**config.mk**
```make
export PLATFORM = sky130hd
export DESIGN_NAME = inv2x2_param_flat
export DESIGN_NICKNAME = d
export VERILOG_FILES = /design/src/rtl/inv2x2_param_if.sv /design/src/rtl/inv2x2_param.sv /design/src/flat_wrapper.sv
export SDC_FILE = /design/constraint.sdc
export NUM_CORES = 1
export LEC_CHECK = 0
export BUFFER_PORTS_ARGS = -buffer_cell sky130_fd_sc_hd__clkbuf_2
export CORE_ASPECT_RATIO = 1.5
export CORE_UTILIZATION = 60
export CTS_CLUSTER_SIZE = 12
export DETAILED_ROUTE_END_ITERATION = 10
export GPL_TIMING_DRIVEN = 0
export PLACE_DENSITY = 0.79
export SYNTH_ARGS = -nofsm -noshare
export SYNTH_HDL_FRONTEND = slang
export SYNTH_SLANG_ARGS = --single-unit
```
**constraint.sdc**
```tcl
create_clock -name clk -period 12.5 [get_ports clk]
set_input_delay 1.25 -clock clk [delete_from_list [all_inputs] [get_ports clk]]
set_output_delay 1.25 -clock clk [all_outputs]
set_load 0.005 [all_outputs]
```
**src/rtl/inv2x2_param_if.sv**
```systemverilog
// ---------------------------------------------------------------------------
// inv2x2_param_if
// Stream bundle between the serial operand source, the 2x2 inverse
// calculator and the result consumer.
//   in_valid  : source -> calc, high for 4 consecutive cycles per matrix
//   in_data   : source -> calc, elements a,b,c,d (row-major), IN_W signed
//   busy      : calc -> source, high from first accepted element to last beat
//   out_valid : calc -> consumer, result beat qualifier
//   out_data  : calc -> consumer, OUT_W signed fixed-point beat (0 when idle)
//   det_out   : calc -> consumer, signed determinant during result beats
//               (present only when INV2X2_DET_OUT_EN is defined)
// Modports: master = source/consumer side, slave = calculator side.
// ---------------------------------------------------------------------------
interface inv2x2_param_if #(
  parameter int IN_W   = 4,
  parameter int FRAC_W = 10
);
  localparam int OUT_W = IN_W + FRAC_W;
  localparam int DET_W = 2 * IN_W + 1;

  logic             in_valid;
  logic [IN_W-1:0]  in_data;
  logic             busy;
  logic             out_valid;
  logic [OUT_W-1:0] out_data;
`ifdef INV2X2_DET_OUT_EN
  logic [DET_W-1:0] det_out;

  modport master (output in_valid, output in_data,
                  input busy, input out_valid, input out_data, input det_out);
  modport slave  (input in_valid, input in_data,
                  output busy, output out_valid, output out_data, output det_out);
`else
  modport master (output in_valid, output in_data,
                  input busy, input out_valid, input out_data);
  modport slave  (input in_valid, input in_data,
                  output busy, output out_valid, output out_data);
`endif
endinterface

```
**src/rtl/inv2x2_param.sv**
```systemverilog
// ---------------------------------------------------------------------------
// inv2x2_param
// Serial 2x2 signed matrix inverse. Collects a,b,c,d, forms
// det = a*d - b*c, then produces e,f,g,h = (d,-b,-c,a)/det in fixed point
// with FRAC_W fraction bits using one shared restoring divider
// (OUT_W cycles per element, one quotient bit per cycle).
// A zero determinant yields a single zero beat instead.
// Ports:
//   clk : clock, rising edge
//   rst : synchronous active-high reset
//   bus : inv2x2_param_if.slave (in_valid/in_data in, busy/out_valid/out_data out)
// Optional build macro INV2X2_DET_OUT_EN adds bus.det_out, the signed
// determinant shown alongside every result beat.
// ---------------------------------------------------------------------------
module inv2x2_param #(
  parameter int IN_W   = 4,
  parameter int FRAC_W = 10
) (
  input logic           clk,
  input logic           rst,
  inv2x2_param_if.slave bus
);
  localparam int OUT_W = IN_W + FRAC_W;
  localparam int DET_W = 2 * IN_W + 1;
  localparam int REM_W = DET_W + 1;
  localparam int BIT_W = (OUT_W > 1) ? $clog2(OUT_W) : 1;
  localparam logic [BIT_W-1:0] LAST_BIT = BIT_W'(OUT_W - 1);

  typedef enum logic [2:0] {
    S_IDLE = 3'd0,
    S_LOAD = 3'd1,
    S_DET  = 3'd2,
    S_DIV  = 3'd3,
    S_OUT  = 3'd4,
    S_ZERO = 3'd5
  } state_t;

  // Sign-extend an element to determinant width.
  function automatic logic [DET_W-1:0] sext_det(input logic [IN_W-1:0] x);
    sext_det = {{(DET_W - IN_W){x[IN_W-1]}}, x};
  endfunction

  // |x << FRAC_W| as an unsigned OUT_W value; -2^(IN_W-1) maps to 2^(OUT_W-1).
  function automatic logic [OUT_W-1:0] num_mag(input logic [IN_W-1:0] x);
    logic [OUT_W-1:0] s;
    s = {x, {FRAC_W{1'b0}}};
    if (x[IN_W-1]) begin
      num_mag = ~s + OUT_W'(1'b1);
    end else begin
      num_mag = s;
    end
  endfunction

  // Numerator for result slot idx: e<-d, f<-b, g<-c, h<-a.
  function automatic logic [IN_W-1:0] sel_elem(input logic [1:0] idx,
                                               input logic [IN_W-1:0] a,
                                               input logic [IN_W-1:0] b,
                                               input logic [IN_W-1:0] c,
                                               input logic [IN_W-1:0] d);
    case (idx)
      2'd0:    sel_elem = d;
      2'd1:    sel_elem = b;
      2'd2:    sel_elem = c;
      2'd3:    sel_elem = a;
      default: sel_elem = a;
    endcase
  endfunction

  state_t           r_state, w_state_nxt;
  logic [1:0]       r_cnt;
  logic [IN_W-1:0]  r_a, r_b, r_c, r_d;
  logic [DET_W-1:0] r_det;
  logic [1:0]       r_idx;
  logic [BIT_W-1:0] r_bit;
  logic [OUT_W-1:0] r_num;      // dividend bits shift out, quotient bits shift in
  logic             r_num_neg;  // sign of the current numerator element
  logic [DET_W-1:0] r_rem;
  logic [OUT_W-1:0] r_res [4];
  logic             r_busy, w_busy_nxt;
  logic             r_out_valid, w_out_valid_nxt;
  logic [OUT_W-1:0] r_out, w_out_nxt;
`ifdef INV2X2_DET_OUT_EN
  logic [DET_W-1:0] r_det_out, w_det_out_nxt;
`endif

  logic signed [DET_W-1:0] w_ad, w_bc;
  logic [DET_W-1:0] w_det_calc;
  logic [DET_W-1:0] w_det_mag;
  logic [REM_W-1:0] w_rem_t, w_den;
  logic             w_ge;
  logic [DET_W-1:0] w_rem_nxt;
  logic [OUT_W-1:0] w_q_mag, w_q_fixed;
  logic             w_q_neg;
  logic [IN_W-1:0]  w_nxt_elem;

  assign w_ad       = $signed(sext_det(r_a)) * $signed(sext_det(r_d));
  assign w_bc       = $signed(sext_det(r_b)) * $signed(sext_det(r_c));
  assign w_det_calc = w_ad - w_bc;

  // Restoring step on magnitudes: remainder after this step always fits DET_W.
  assign w_det_mag  = r_det[DET_W-1] ? (~r_det + DET_W'(1'b1)) : r_det;
  assign w_rem_t    = {r_rem, r_num[OUT_W-1]};
  assign w_den      = {1'b0, w_det_mag};
  assign w_ge       = (w_rem_t >= w_den);
  assign w_rem_nxt  = w_ge ? DET_W'(w_rem_t - w_den) : w_rem_t[DET_W-1:0];
  assign w_q_mag    = {r_num[OUT_W-2:0], w_ge};

  // f and g carry an extra negation; the low OUT_W bits give the wrap.
  assign w_q_neg    = r_num_neg ^ r_det[DET_W-1] ^ ((r_idx == 2'd1) || (r_idx == 2'd2));
  assign w_q_fixed  = w_q_neg ? (~w_q_mag + OUT_W'(1'b1)) : w_q_mag;
  assign w_nxt_elem = sel_elem(r_idx + 2'd1, r_a, r_b, r_c, r_d);

  // Next-state and next-output decode.
  always_comb begin
    w_state_nxt     = r_state;
    w_busy_nxt      = r_busy;
    w_out_valid_nxt = 1'b0;
    w_out_nxt       = {OUT_W{1'b0}};
`ifdef INV2X2_DET_OUT_EN
    w_det_out_nxt   = {DET_W{1'b0}};
`endif
    case (r_state)
      S_IDLE: begin
        // busy still set means the last beat just left: force one idle cycle
        if (r_busy) begin
          w_busy_nxt = 1'b0;
        end else if (bus.in_valid) begin
          w_state_nxt = S_LOAD;
          w_busy_nxt  = 1'b1;
        end else begin
          w_state_nxt = S_IDLE;
        end
      end
      S_LOAD: begin
        if (!bus.in_valid) begin
          w_state_nxt = S_IDLE;
          w_busy_nxt  = 1'b0;
        end else if (r_cnt == 2'd3) begin
          w_state_nxt = S_DET;
        end else begin
          w_state_nxt = S_LOAD;
        end
      end
      S_DET: begin
        if (w_det_calc == {DET_W{1'b0}}) begin
          w_state_nxt = S_ZERO;
        end else begin
          w_state_nxt = S_DIV;
        end
      end
      S_DIV: begin
        if ((r_bit == LAST_BIT) && (r_idx == 2'd3)) begin
          w_state_nxt = S_OUT;
        end else begin
          w_state_nxt = S_DIV;
        end
      end
      S_OUT: begin
        w_out_valid_nxt = 1'b1;
        w_out_nxt       = r_res[r_idx];
`ifdef INV2X2_DET_OUT_EN
        w_det_out_nxt   = r_det;
`endif
        if (r_idx == 2'd3) begin
          w_state_nxt = S_IDLE;
        end else begin
          w_state_nxt = S_OUT;
        end
      end
      S_ZERO: begin
        w_out_valid_nxt = 1'b1;
`ifdef INV2X2_DET_OUT_EN
        w_det_out_nxt   = r_det;
`endif
        w_state_nxt     = S_IDLE;
      end
      default: begin
        w_state_nxt = S_IDLE;
        w_busy_nxt  = 1'b0;
      end
    endcase
  end

  // State and registered outputs.
  always_ff @(posedge clk) begin
    if (rst) begin
      r_state     <= S_IDLE;
      r_busy      <= 1'b0;
      r_out_valid <= 1'b0;
      r_out       <= {OUT_W{1'b0}};
`ifdef INV2X2_DET_OUT_EN
      r_det_out   <= {DET_W{1'b0}};
`endif
    end else begin
      r_state     <= w_state_nxt;
      r_busy      <= w_busy_nxt;
      r_out_valid <= w_out_valid_nxt;
      r_out       <= w_out_nxt;
`ifdef INV2X2_DET_OUT_EN
      r_det_out   <= w_det_out_nxt;
`endif
    end
  end

  // Operand capture, determinant and shared divider datapath.
  always_ff @(posedge clk) begin
    if (rst) begin
      r_cnt     <= 2'd0;
      r_a       <= {IN_W{1'b0}};
      r_b       <= {IN_W{1'b0}};
      r_c       <= {IN_W{1'b0}};
      r_d       <= {IN_W{1'b0}};
      r_det     <= {DET_W{1'b0}};
      r_idx     <= 2'd0;
      r_bit     <= {BIT_W{1'b0}};
      r_num     <= {OUT_W{1'b0}};
      r_num_neg <= 1'b0;
      r_rem     <= {DET_W{1'b0}};
      for (int i = 0; i < 4; i++) begin
        r_res[i] <= {OUT_W{1'b0}};
      end
    end else begin
      case (r_state)
        S_IDLE: begin
          if (bus.in_valid && !r_busy) begin
            r_a   <= bus.in_data;
            r_cnt <= 2'd1;
          end
        end
        S_LOAD: begin
          if (bus.in_valid) begin
            case (r_cnt)
              2'd1:    r_b <= bus.in_data;
              2'd2:    r_c <= bus.in_data;
              2'd3:    r_d <= bus.in_data;
              default: r_a <= r_a;
            endcase
            r_cnt <= r_cnt + 2'd1;
          end else begin
            r_cnt <= 2'd0;
          end
        end
        S_DET: begin
          // Preload the first division (e uses d) so DIV starts immediately.
          r_det     <= w_det_calc;
          r_num     <= num_mag(r_d);
          r_num_neg <= r_d[IN_W-1];
          r_rem     <= {DET_W{1'b0}};
          r_bit     <= {BIT_W{1'b0}};
          r_idx     <= 2'd0;
        end
        S_DIV: begin
          if (r_bit == LAST_BIT) begin
            // Last quotient bit: store signed result and load next numerator.
            r_res[r_idx] <= w_q_fixed;
            r_num        <= num_mag(w_nxt_elem);
            r_num_neg    <= w_nxt_elem[IN_W-1];
            r_rem        <= {DET_W{1'b0}};
            r_bit        <= {BIT_W{1'b0}};
            r_idx        <= r_idx + 2'd1;
          end else begin
            r_num <= w_q_mag;
            r_rem <= w_rem_nxt;
            r_bit <= r_bit + BIT_W'(1'b1);
          end
        end
        S_OUT: begin
          r_idx <= r_idx + 2'd1;
        end
        default: begin
          r_cnt <= r_cnt;
        end
      endcase
    end
  end

  assign bus.busy      = r_busy;
  assign bus.out_valid = r_out_valid;
  assign bus.out_data  = r_out;
`ifdef INV2X2_DET_OUT_EN
  assign bus.det_out   = r_det_out;
`endif

endmodule

```
**src/flat_wrapper.sv**
```systemverilog
// flat-port wrapper written by rule: the top's interface ports become plain ports
module inv2x2_param_flat 
#(
  parameter int IN_W   = 4,
  parameter int FRAC_W = 10
)
  (clk, rst, bus_in_valid, bus_in_data, bus_busy, bus_out_valid, bus_out_data);
  inv2x2_param_if #(.IN_W(IN_W), .FRAC_W(FRAC_W)) bus_i ();
  input logic clk;
  input logic rst;
  input wire logic [$bits(bus_i.in_valid)-1:0] bus_in_valid;
  input wire logic [$bits(bus_i.in_data)-1:0] bus_in_data;
  output wire logic [$bits(bus_i.busy)-1:0] bus_busy;
  output wire logic [$bits(bus_i.out_valid)-1:0] bus_out_valid;
  output wire logic [$bits(bus_i.out_data)-1:0] bus_out_data;
  assign bus_i.in_valid = bus_in_valid;
  assign bus_i.in_data = bus_in_data;
  assign bus_busy = bus_i.busy;
  assign bus_out_valid = bus_i.out_valid;
  assign bus_out_data = bus_i.out_data;
  inv2x2_param #(.IN_W(IN_W), .FRAC_W(FRAC_W)) u_core (.clk(clk), .rst(rst), .bus(bus_i));
endmodule
```
== Yosys cells after proc, flatten, opt, wreduce, memory -nomap -nowiden ==
Memory sizes are Yosys's and may differ from the RTL's. A register that Yosys moved wholly into a read port is not among the register bits.
Cells that the tools add are included.

* Word-level logic and storage cells: 117
* Memories kept: 1
* Memory bits (read-only): 0
* Bits in latches: 0
* Register bits after elaboration: 62
* Memory bits (writable): 56
* Output and inout port bits: 16

{| class="wikitable"
|+ Memories
! name !! depth !! width !! read ports !! clocked after Yosys merged registers in !! wr ports !! RTL line !! RTL
|-
| u_core.r_res || 4 || 14 || 1 || 1 || 4 || inv2x2_param.sv:78 || <nowiki>logic [OUT_W-1:0] r_res [4];</nowiki>
|}

* Divide/modulo/power cells: 0
* Magnitude comparators: 1
* Bitwise logic cells: 8
* Reduce and logical (&&, ||, !) cells: 22
* Shift-type cells: 0
* Muxes and demuxes: 41
* $mul: 2
* Eq/ne operators: 19
* Add/sub/neg operators: 9

{| class="wikitable"
|+ Operator list
! operator !! count
|-
| $mux 14 || 5
|-
| $add 14x1->14 const B || 3
|-
| $not 14->14 || 3
|-
| $pmux 14 s2 || 1
|-
| $mux 9 || 3
|-
| $pmux 9 s2 || 1
|-
| $sub 9x9->9 || 2
|-
| $mul 4x4->8 || 2
|-
| $pmux 4 s4 || 1
|-
| $mux 3 || 5
|-
| $pmux 3 s5 || 1
|-
| $reduce_or 14->1 || 1
|-
| $mux 1 || 13
|-
| $eq 2x2->1 const B || 6
|-
| $ge 10x9->1 || 1
|-
| $mux 2 || 5
|-
| $reduce_and 2->1 || 5
|-
| $add 9x1->9 const B || 1
|-
| $logic_not 9->1 || 1
|-
| $not 9->9 || 1
|-
| $reduce_and 3->1 || 3
|-
| $pmux 4 s2 || 1
|-
| $eq 2x1->1 const B || 3
|-
| $eq 3x2->1 const B || 2
|-
| 23 further kinds || 32
|}

== Depth between registers and ports, before layout ==
Gate-level depths: netlist of the first run.

* Depth in word-level cells: 8
* Mapped depth: 21
* Depth with buffers taken out: 20

== Least setup slack after synthesis of the first run ==
No wires, ideal clock.

* Path type: register to register
* From: register u_core.r_d[3]
* To: register u_core.r_state[1]
* Period minus slack after synthesis: 4.839 ns
* Required time: 12.385 ns
* Arrival: 4.725 ns
* Path buffers: 1
* Setup slack: 7.661 ns
* Cell stages (with the launch flop): 19
* Library setup time: 0.115 ns
* Cell sequence: dfxtp_1 clkbuf_1 nand2b_1 fa_1 fa_1 inv_1 fa_1 ha_1 fa_1 a21o_1 a21oi_1 xnor2_1 ha_1 nor2b_1 and2_1 nor3_1 o2111ai_1 or4_1 o21a_1

* Word-level cells in the longest chain between the ends: 5

{| class="wikitable"
|+ Ends and longest elaborated chain
! what !! RTL line !! RTL
|-
| start: declaration || inv2x2_param.sv:71 || <nowiki>logic [IN_W-1:0] r_a, r_b, r_c, r_d;</nowiki>
|-
| start signal: assignment || inv2x2_param.sv:212 || <nowiki>r_d <= {IN_W{1'b0}};</nowiki>
|-
| start signal: assignment || inv2x2_param.sv:235 || <nowiki>2'd3: r_d <= bus.in_data;</nowiki>
|-
| $mul 4x4->8 || inv2x2_param.sv:96 || <nowiki>assign w_ad = $signed(sext_det(r_a)) * $signed(sext_det(r_d));</nowiki>
|-
| $sub 9x9->9 || inv2x2_param.sv:98 || <nowiki>assign w_det_calc = w_ad - w_bc;</nowiki>
|-
| $logic_not 9->1 || inv2x2_param.sv:145 || <nowiki>if (w_det_calc == {DET_W{1'b0}}) begin</nowiki>
|-
| $mux 3 || inv2x2_param.sv:145 ||
|-
| $pmux 3 s5 || inv2x2_param.sv:122 || <nowiki>case (r_state)</nowiki>
|-
| end signal: assignment || inv2x2_param.sv:195 || <nowiki>r_state <= w_state_nxt;</nowiki>
|-
| end: declaration || inv2x2_param.sv:69 || <nowiki>state_t r_state, w_state_nxt;</nowiki>
|}

No other way between the ends.
A chain may end at the register's enable or synchronous reset.

== Worst setup path in the final report of the first run ==
Ends and elaborated chain as after synthesis.

==> results.tsv, run 1 <==
stage	metric	value	unit
timing	fin_hold_ws	0.479	ns
grt	grt_overflow_total	0	
route	first_iter_violations	409	
cts	clkTransAtPathRegs	0.06	ns
timing	final.period_utilization	0.434	
synthesis	syn-instance-count	828	
synthesis	synth-edff-count	56	
timing	fin_crit	5.42	ns
cts	clock_path_buffers	2	
floorplanning	coreArea	12900	um2
route	drtPass1Iterations	6	
placed_design	post-dp-hpwl	14200	um
synthesis	synthArstFlopShare	0	
finish	area_growth	11.6	%
synthesis	ys.flop_type	dfxtp_1	
power_and_ir_drop	switching_power	228	uW
grt	grt_pass1_vias	6410	
critical_path	cp-end-kind	register	
cts	h-tree-depth	4	
floorplanning	rows	51	
cts	insertion_delay	0.43	ns
cts	ctsRootBufferMaster	clkbuf_16	
timing	slew_headroom	0.447	
cts	cts_made_buffers	17	
finish	fin_nets	951	
finish	final_common_cell	nor2_1	
timing	slew_viol_final	0	
critical_path	path_buf_inv	2	
route	ant_nets	0	
route	drt_wl_total	18500	um
floorplanning	dieHeight	143	um
job	drv_cap	0	
route	vias	6195	
critical_path	path_delay_family	adder cells	
timing	hold_viol	0	
grt	grt_pass1_wl	30100	um
cts	cts.repair.resized	0	
floorplanning	io_pins	23	
power_and_ir_drop	totalPowerFinal	1.01	mW
critical_path	worst_setup_path_start_kind	register	
critical_path	max_stage_delay	0.52	ns
synthesis	synthDistinctLibCells	64	
grt	antenna_found_initial	0	
timing	skew	0.0122	ns
status	status	completed	
critical_path	worstSetupPathType	reg2reg	
floorplanning	start_util	0.613	
critical_path	crit_path_frequent_cell	fa_1	
synthesis	synth.avg_cell_area	9.55	um2
power_and_ir_drop	peakVddDrop	91.6	uV
power_and_ir_drop	combPwrFrac	0.025	
finish	final_cell_mix	120 x nor2_1, 76 x dfxtp_1, 69 x nand2_1	
hold_path	hp-class	reg2reg	
timing	fin_setup_tns	0	ns
synthesis	syn_area	7910	um2
critical_path	cpMaxStageDelayCell	fa_1	
route	wl_per_cell	17.8	um
finish	drive_gt1_frac	0.0965	
grt	grt_max_degree	17	
grt	groute.usage.overall	0.292	
power_and_ir_drop	power.leakage	3.55	nW
cts	cts_setup_buffers	0	
route	drc_errors	0	
power_and_ir_drop	p_int	786	uW
critical_path	cp_max_fo	10	
timing	setup_viol	0	
critical_path	cp_data_required_time	12.81	ns
cts	cts_tree	yes	
placed_design	place.gp.congestion	0.944	
power_and_ir_drop	sequentialPowerShare	0.455	
synthesis	syn-num-nets	911	
floorplanning	die_w	95.7	um
finish	fillers	1030	
synthesis	synth_seq_cells	132	
cts	cts_hold_buf	0	
route	via_per_inst	5.96	
power_and_ir_drop	power_density	115	nW/um2
synthesis	yosys_warnings	0	
critical_path	cp.arrival	5.73	ns
placed_design	port_buffers	21	
power_and_ir_drop	p_clk_frac	0.520	
timing	tightest_slew	0.829	ns
synthesis	seq_area_frac_synth	0.405	
power_and_ir_drop	swShare	0.225	
cts	cts.sinks	132	
finish	antennaDiodeCount	0	
timing	rsz0062_at_grt	no	
timing	timing.fmax	0.184	GHz
critical_path	crit_path_cell_trace	clkbuf_1 -> nand2b_1 -> fa_1 -> fa_1 -> inv_1 -> fa_1 -> ha_1 -> fa_1 -> a21o_1 -> a21oi_1 -> xnor2_1 -> ha_1 -> nor2b_1 -> and2_1 -> nor3_1 -> o2111ai_1 -> or4_1 -> o21a_1	
floorplanning	dieArea	13600	um2
## cell type report
| cell class | instances | area, um2 | share of cell area |
|---|---|---|---|
| buffer | 36 | 149 | 0.0169 |
| clock inverter | 14 | 186 | 0.0211 |
| multi-input combinational | 605 | 4350 | 0.493 |
| inverter | 55 | 206 | 0.0234 |
| tap | 159 | 199 | 0.0225 |
| sequential | 132 | 3200 | 0.363 |
| timing repair buffer | 21 | 105 | 0.0119 |
| clock buffer | 18 | 429 | 0.0486 |
## state kept, by name, indices dropped and copies added (netlist names), 3 cells and up
register	flops
u_core.r_c	4
u_core.bus.out_data	14
u_core.r_d	4
u_core.r_det	9
u_core.r_b	4
u_core.r_state	3
u_core.r_res	56
u_core.r_bit	4
u_core.r_a	4
u_core.r_num	14
u_core.r_rem	9
## cell usage after synthesis (3+ instances only)
library cell / n / area (um2)
and3_1: 3 / 18.8
a211oi_1: 5 / 37.5
buf_2: 5 / 25.0
or3_1: 4 / 25.0
nand2_1: 69 / 259
clkbuf_1: 29 / 109
ha_1: 56 / 701
dfxtp_1: 76 / 1520
edfxtp_1: 56 / 1680
a21oi_1: 49 / 245
nor2b_1: 34 / 213
inv_1: 54 / 203
xor2_1: 20 / 175
o31ai_1: 4 / 30.0
fa_1: 20 / 400
a311oi_1: 3 / 26.3
a21o_1: 8 / 60.1
nand4_1: 3 / 18.8
nand3_1: 28 / 140
and2_1: 16 / 100
o21a_1: 7 / 52.6
o21ai_0: 25 / 125
nor3_1: 15 / 75.1
a222oi_1: 3 / 30.0
nand2b_1: 18 / 113
nor2_1: 120 / 450
xnor2_1: 25 / 219
mux2i_1: 9 / 90.1
mux4_2: 14 / 315
a22oi_1: 5 / 37.5
## metal layers
| metal | routed length [um] | track usage | vias up |
|---|---|---|---|
| met5 | 0 | 0 | - |
| met4 | 931 | 0.168 | 0 |
| met3 | 705 | 0.0556 | 74 |
| met2 | 10300 | 0.556 | 212 |
| met1 | 6560 | 0.281 | 2964 |
| li1 | - | - | 2945 |
## worst reg2reg max path: stages (launching register included)
cell and delay, ns:
dfxtp_1 0.39, clkbuf_1 0.38, nand2b_1 0.16, fa_1 0.52, fa_1 0.51, inv_1 0.05
fa_1 0.48, ha_1 0.25, fa_1 0.41, a21o_1 0.19, a21oi_1 0.16, xnor2_1 0.18
ha_1 0.30, nor2b_1 0.15, and2_1 0.18, nor3_1 0.19, o2111ai_1 0.12, or4_1 0.46
o21a_1 0.22
## kinds of logic after synthesis
| group | Yosys count | synth area share |
|---|---|---|
| flops | 132 | 0.405 |
| simple gates | 324 | 0.193 |
| mux | 24 | 0.0527 |
| compound gates | 135 | 0.113 |
| xor+xnor | 46 | 0.0519 |
| fa+ha+maj | 76 | 0.139 |
| buf+inv | 91 | 0.0449 |
## per-stage QoR
step           cells  worst slack (ns)  area, um2   util
4_1_cts         1040              7.08       8820  0.685
6_report        1040              7.08       8820  0.685
3_5_place_dp    1008              7.12       8210  0.637
5_1_grt         1040              6.83       8820  0.685
3_3_place_gp    1008              7.23       8210  0.637
2_1_floorplan    828              7.66       7910      -
## final timing paths
path / depth (start not counted) / slack, ns / startpoint / endpoint
worst max-delay path: 18 / 7.08 / u_core.r_d[3]$_SDFFE_PP0P_ / u_core.r_state[1]$_SDFFE_PP0P_
worst min-delay path: 2 / 0.48 / u_core.r_rem[8]$_SDFFE_PP0P_ / u_core.r_rem[8]$_SDFFE_PP0P_
worst max register to register: 18 / 7.08 / u_core.r_d[3]$_SDFFE_PP0P_ / u_core.r_state[1]$_SDFFE_PP0P_
worst min register to register: 2 / 0.48 / u_core.r_rem[8]$_SDFFE_PP0P_ / u_core.r_rem[8]$_SDFFE_PP0P_
## power by group through the flow
stage	clock network, mW	logic (mW)	registers (mW)
6_report	0.527	0.0258	0.461
5_1_grt	0.544	0.0278	0.462
4_1_cts	0.527	0.0255	0.461
3_5_place_dp	0	0.0252	0.471
3_3_place_gp	0	0.0244	0.470
2_1_floorplan	0	0.0174	0.468
Power figures use the tool's default switching activity.
==> inputs of run 2 (changes only) <==
- ABC_AREA: default -> 1
- clock period: 12.5 -> 5.3 ns (I/O delays scaled with it)
==> run 2 against run 1 <==
  * Power is 150% higher
  * Worst setup slack worse by 6.4 ns
  * Count of clock-buffer cells in the layout is 1 lower
  * Critical endpoint unchanged
  * Largest cell class unchanged
  * Highest routed layer unchanged
==> results.tsv, run 2 <==
stage	metric	value	unit
status	status	completed	
finish	post-route-util	0.689	
timing	tightest_slew	0.941	ns
cts	cts.repair.resized	0	
cts	cts_made_buffers	17	
power_and_ir_drop	peakVddDrop	248	uV
synthesis	seq_area_frac_synth	0.400	
critical_path	worst_setup_path_start_kind	register	
floorplanning	rows	51	
grt	antenna_found_initial	0	
timing	setup_viol	0	
placed_design	post-dp-hpwl	14700	um
finish	fillers	1109	
hold_path	hp-class	in2reg	
synthesis	synthArstFlopShare	0	
finish	top_register	u_core.r_res	
finish	final_cell_area	8960	um2
floorplanning	io_pins	23	
floorplanning	die_w	96.3	um
synthesis	synthSimpleGateAreaFrac	0.204	
cts	cts_hold_buf	0	
synthesis	yosysTopAreaCell	edfxtp_1	
cts	h-tree-depth	4	
floorplanning	dieArea	13800	um2
timing	fin_crit	4.60	ns
grt	grt_pass1_wl	31200	um
job	drv_cap	0	
synthesis	synth_compound_area_frac	0.131	
finish	antennaDiodeCount	0	
synthesis	synth-edff-count	56	
route	wl_per_cell	16.0	um
power_and_ir_drop	p_int	1.94	mW
synthesis	muxShareOfSynthArea	0	
synthesis	yosys.area_share.adder	0.138	
finish	regArea	3200	um2
synthesis	synth_seq_cells	132	
power_and_ir_drop	sequentialPowerShare	0.441	
critical_path	cpMaxStageDelayCell	fa_1	
cts	cts.sinks	132	
power_and_ir_drop	totalPowerFinal	2.49	mW
floorplanning	coreArea	13000	um2
power_and_ir_drop	power_density	278	nW/um2
placed_design	dpl.cell_count	1184	
synthesis	syn-num-nets	1086	
timing	rsz0062_at_grt	no	
grt	grt_overflow_total	0	
placed_design	port_buffers	22	
synthesis	ys.flop_type	dfxtp_1	
critical_path	cp-end-kind	register	
timing	fin_hold_ws	0.450	ns
power_and_ir_drop	p_clk_frac	0.529	
route	drtPass1Iterations	5	
critical_path	crit_path_frequent_cell	nand2_1	
critical_path	cp_max_fo	9	
synthesis	synthDistinctLibCells	45	
cts	ctsRootBufferMaster	clkbuf_16	
route	drc_errors	0	
finish	area_growth	12.1	%
synthesis	netlist.area_leader.share	0.210	
timing	slew_viol_final	0	
cts	cts_setup_buffers	0	
synthesis	synth.avg_cell_area	7.97	um2
placed_design	place.gp.congestion	0.892	
power_and_ir_drop	power.leakage	4.05	nW
placed_design	dp_slack	0.716	ns
finish	multiInputGateArea	4080	um2
timing	skew	0.00793	ns
route	via_per_inst	5.64	
cts	clock_path_buffers	2	
timing	fin_setup_tns	0	ns
synthesis	yosys_warnings	0	
floorplanning	dieHeight	143	um
critical_path	worstSetupPathType	reg2reg	
grt	groute.usage.overall	0.304	
critical_path	critPathLaunch	u_core.r_d[2]$_SDFFE_PP0P_	
critical_path	reg2reg_from	u_core.r_d[2]$_SDFFE_PP0P_	
power_and_ir_drop	switching_power	549	uW
critical_path	cp_data_required_time	5.59	ns
finish	fin_nets	1127	
critical_path	max_stage_delay	0.51	ns
synthesis	syn_area	8000	um2
critical_path	crit_path_cell_trace	clkbuf_1 -> nand2_1 -> fa_1 -> fa_1 -> inv_1 -> fa_1 -> ha_1 -> fa_1 -> nand3_1 -> nand2_1 -> xor2_1 -> xor2_1 -> ha_1 -> inv_1 -> nor3_1 -> nand2_1 -> nand2_1 -> inv_1 -> nand3_1 -> nand2_1 -> a21oi_1	
finish	final_cell_mix	190 x nand2_1, 143 x inv_1, 141 x nor2_1	
synthesis	netlist_top_cells_count	190 x nand2_1, 143 x inv_1, 141 x nor2_1, 76 x dfxtp_1, 73 x o21ai_0	
cts	clkTransAtPathRegs	0.06	ns
timing	hold_viol	0	
power_and_ir_drop	swShare	0.221	
critical_path	cp.arrival	4.89	ns
finish	largest_reg_flops	56	
finish	final_common_cell	nand2_1	
synthesis	synth.top_cells.by_area	edfxtp_1 21%, dfxtp_1 19%, nand2_1 8.9%	
finish	final_cells	1216	
cts	insertion_delay	0.43	ns
route	ant_nets	0	
timing	timing.fmax	0.217	GHz
route	first_iter_violations	377	
grt	grt_pass1_vias	6670	
synthesis	synth_top_family_by_area	simple AND/OR/NAND/NOR gates	
cts	cts_tree	yes	
timing	setup_slack	0.700	ns
finish	drive_gt1_frac	0.0833	
timing	final.period_utilization	0.868	
power_and_ir_drop	combPwrFrac	0.030	
synthesis	synth_xor_area_frac	0.0372	
floorplanning	start_util	0.614	
synthesis	yosysMostFrequentCell	nand2_1	
route	drt_wl_total	19500	um
grt	grt_max_degree	17	
route	vias	6853	
timing	slew_headroom	0.373	
hold_path	hp-start	bus_in_data[2]	
placed_design	place_area	8310	um2
synthesis	syn-instance-count	1003	
## run 2: cell types whose count changed after synthesis, sizes merged, moves of 14 or more
cell / change
o21ai: +47
mux4: -14
a21oi: +25
nand2b: -18
xnor2: -16
and2: -15
nand2: +123
nor2: +26
inv: +95
nor2b: -35
## run 2: power by group through the flow
stage	Combinational, mW	Sequential (mW)	Clock, mW
detailed placement	0.0717	1.12	0
finish	0.0737	1.10	1.32
floorplan	0.0473	1.12	0
global placement	0.0698	1.12	0
CTS	0.0730	1.10	1.31
global route	0.0817	1.10	1.36
## run 2: worst max-delay path: cells and delay by family (launching register included)
family	cells	cell delay, ns
xor+xnor	2	0.42
buf+inv	4	0.59
flops	1	0.31
fa+ha+maj	6	2.42
compound gates	1	0.07
simple gates	8	0.66
## run 2: final timing paths
| kind | slack [ns] | cells after the start | endpoint |
|---|---|---|---|
| setup / recovery | 0.70 | 21 | u_core.r_state[1]$_SDFFE_PP0P_ |
| hold / removal | 0.45 | 3 | u_core.r_d[2]$_SDFFE_PP0P_ |
| setup reg to reg | 0.70 | 21 | u_core.r_state[1]$_SDFFE_PP0P_ |
| hold reg to reg | 0.48 | 2 | u_core.r_rem[8]$_SDFFE_PP0P_ |
## run 2: final cells by class
class,instances,share of cell area
repair buffers,22,0.0123
flip-flops and latches,132,0.357
well taps,159,0.0222
multi-input cells,690,0.456
inverters,151,0.0632
clock buffers,17,0.0475
clock inverters,15,0.0254
plain buffers,30,0.0166
## run 2: cells by family (layout without fill, tap and decap cells)
logic type | after synthesis | in the layout
fa+ha+maj | 76 | 76
simple gates | 391 | 391
xor+xnor | 34 | 34
buf+inv | 181 | 235
compound gates | 189 | 189
flops | 132 | 132
## run 2: routing by layer
| layer | up-vias | part of all wire | wire length [um] | track usage |
|---|---|---|---|---|
| li1 | 3335 | - | - | - |
| met1 | 3217 | 0.35 | 6770 | 0.284 |
| met2 | 210 | 0.55 | 10600 | 0.567 |
| met3 | 91 | 0.039 | 766 | 0.0545 |
| met4 | 0 | 0.068 | 1330 | 0.224 |
| met5 | - | 0 | 0 | 0 |
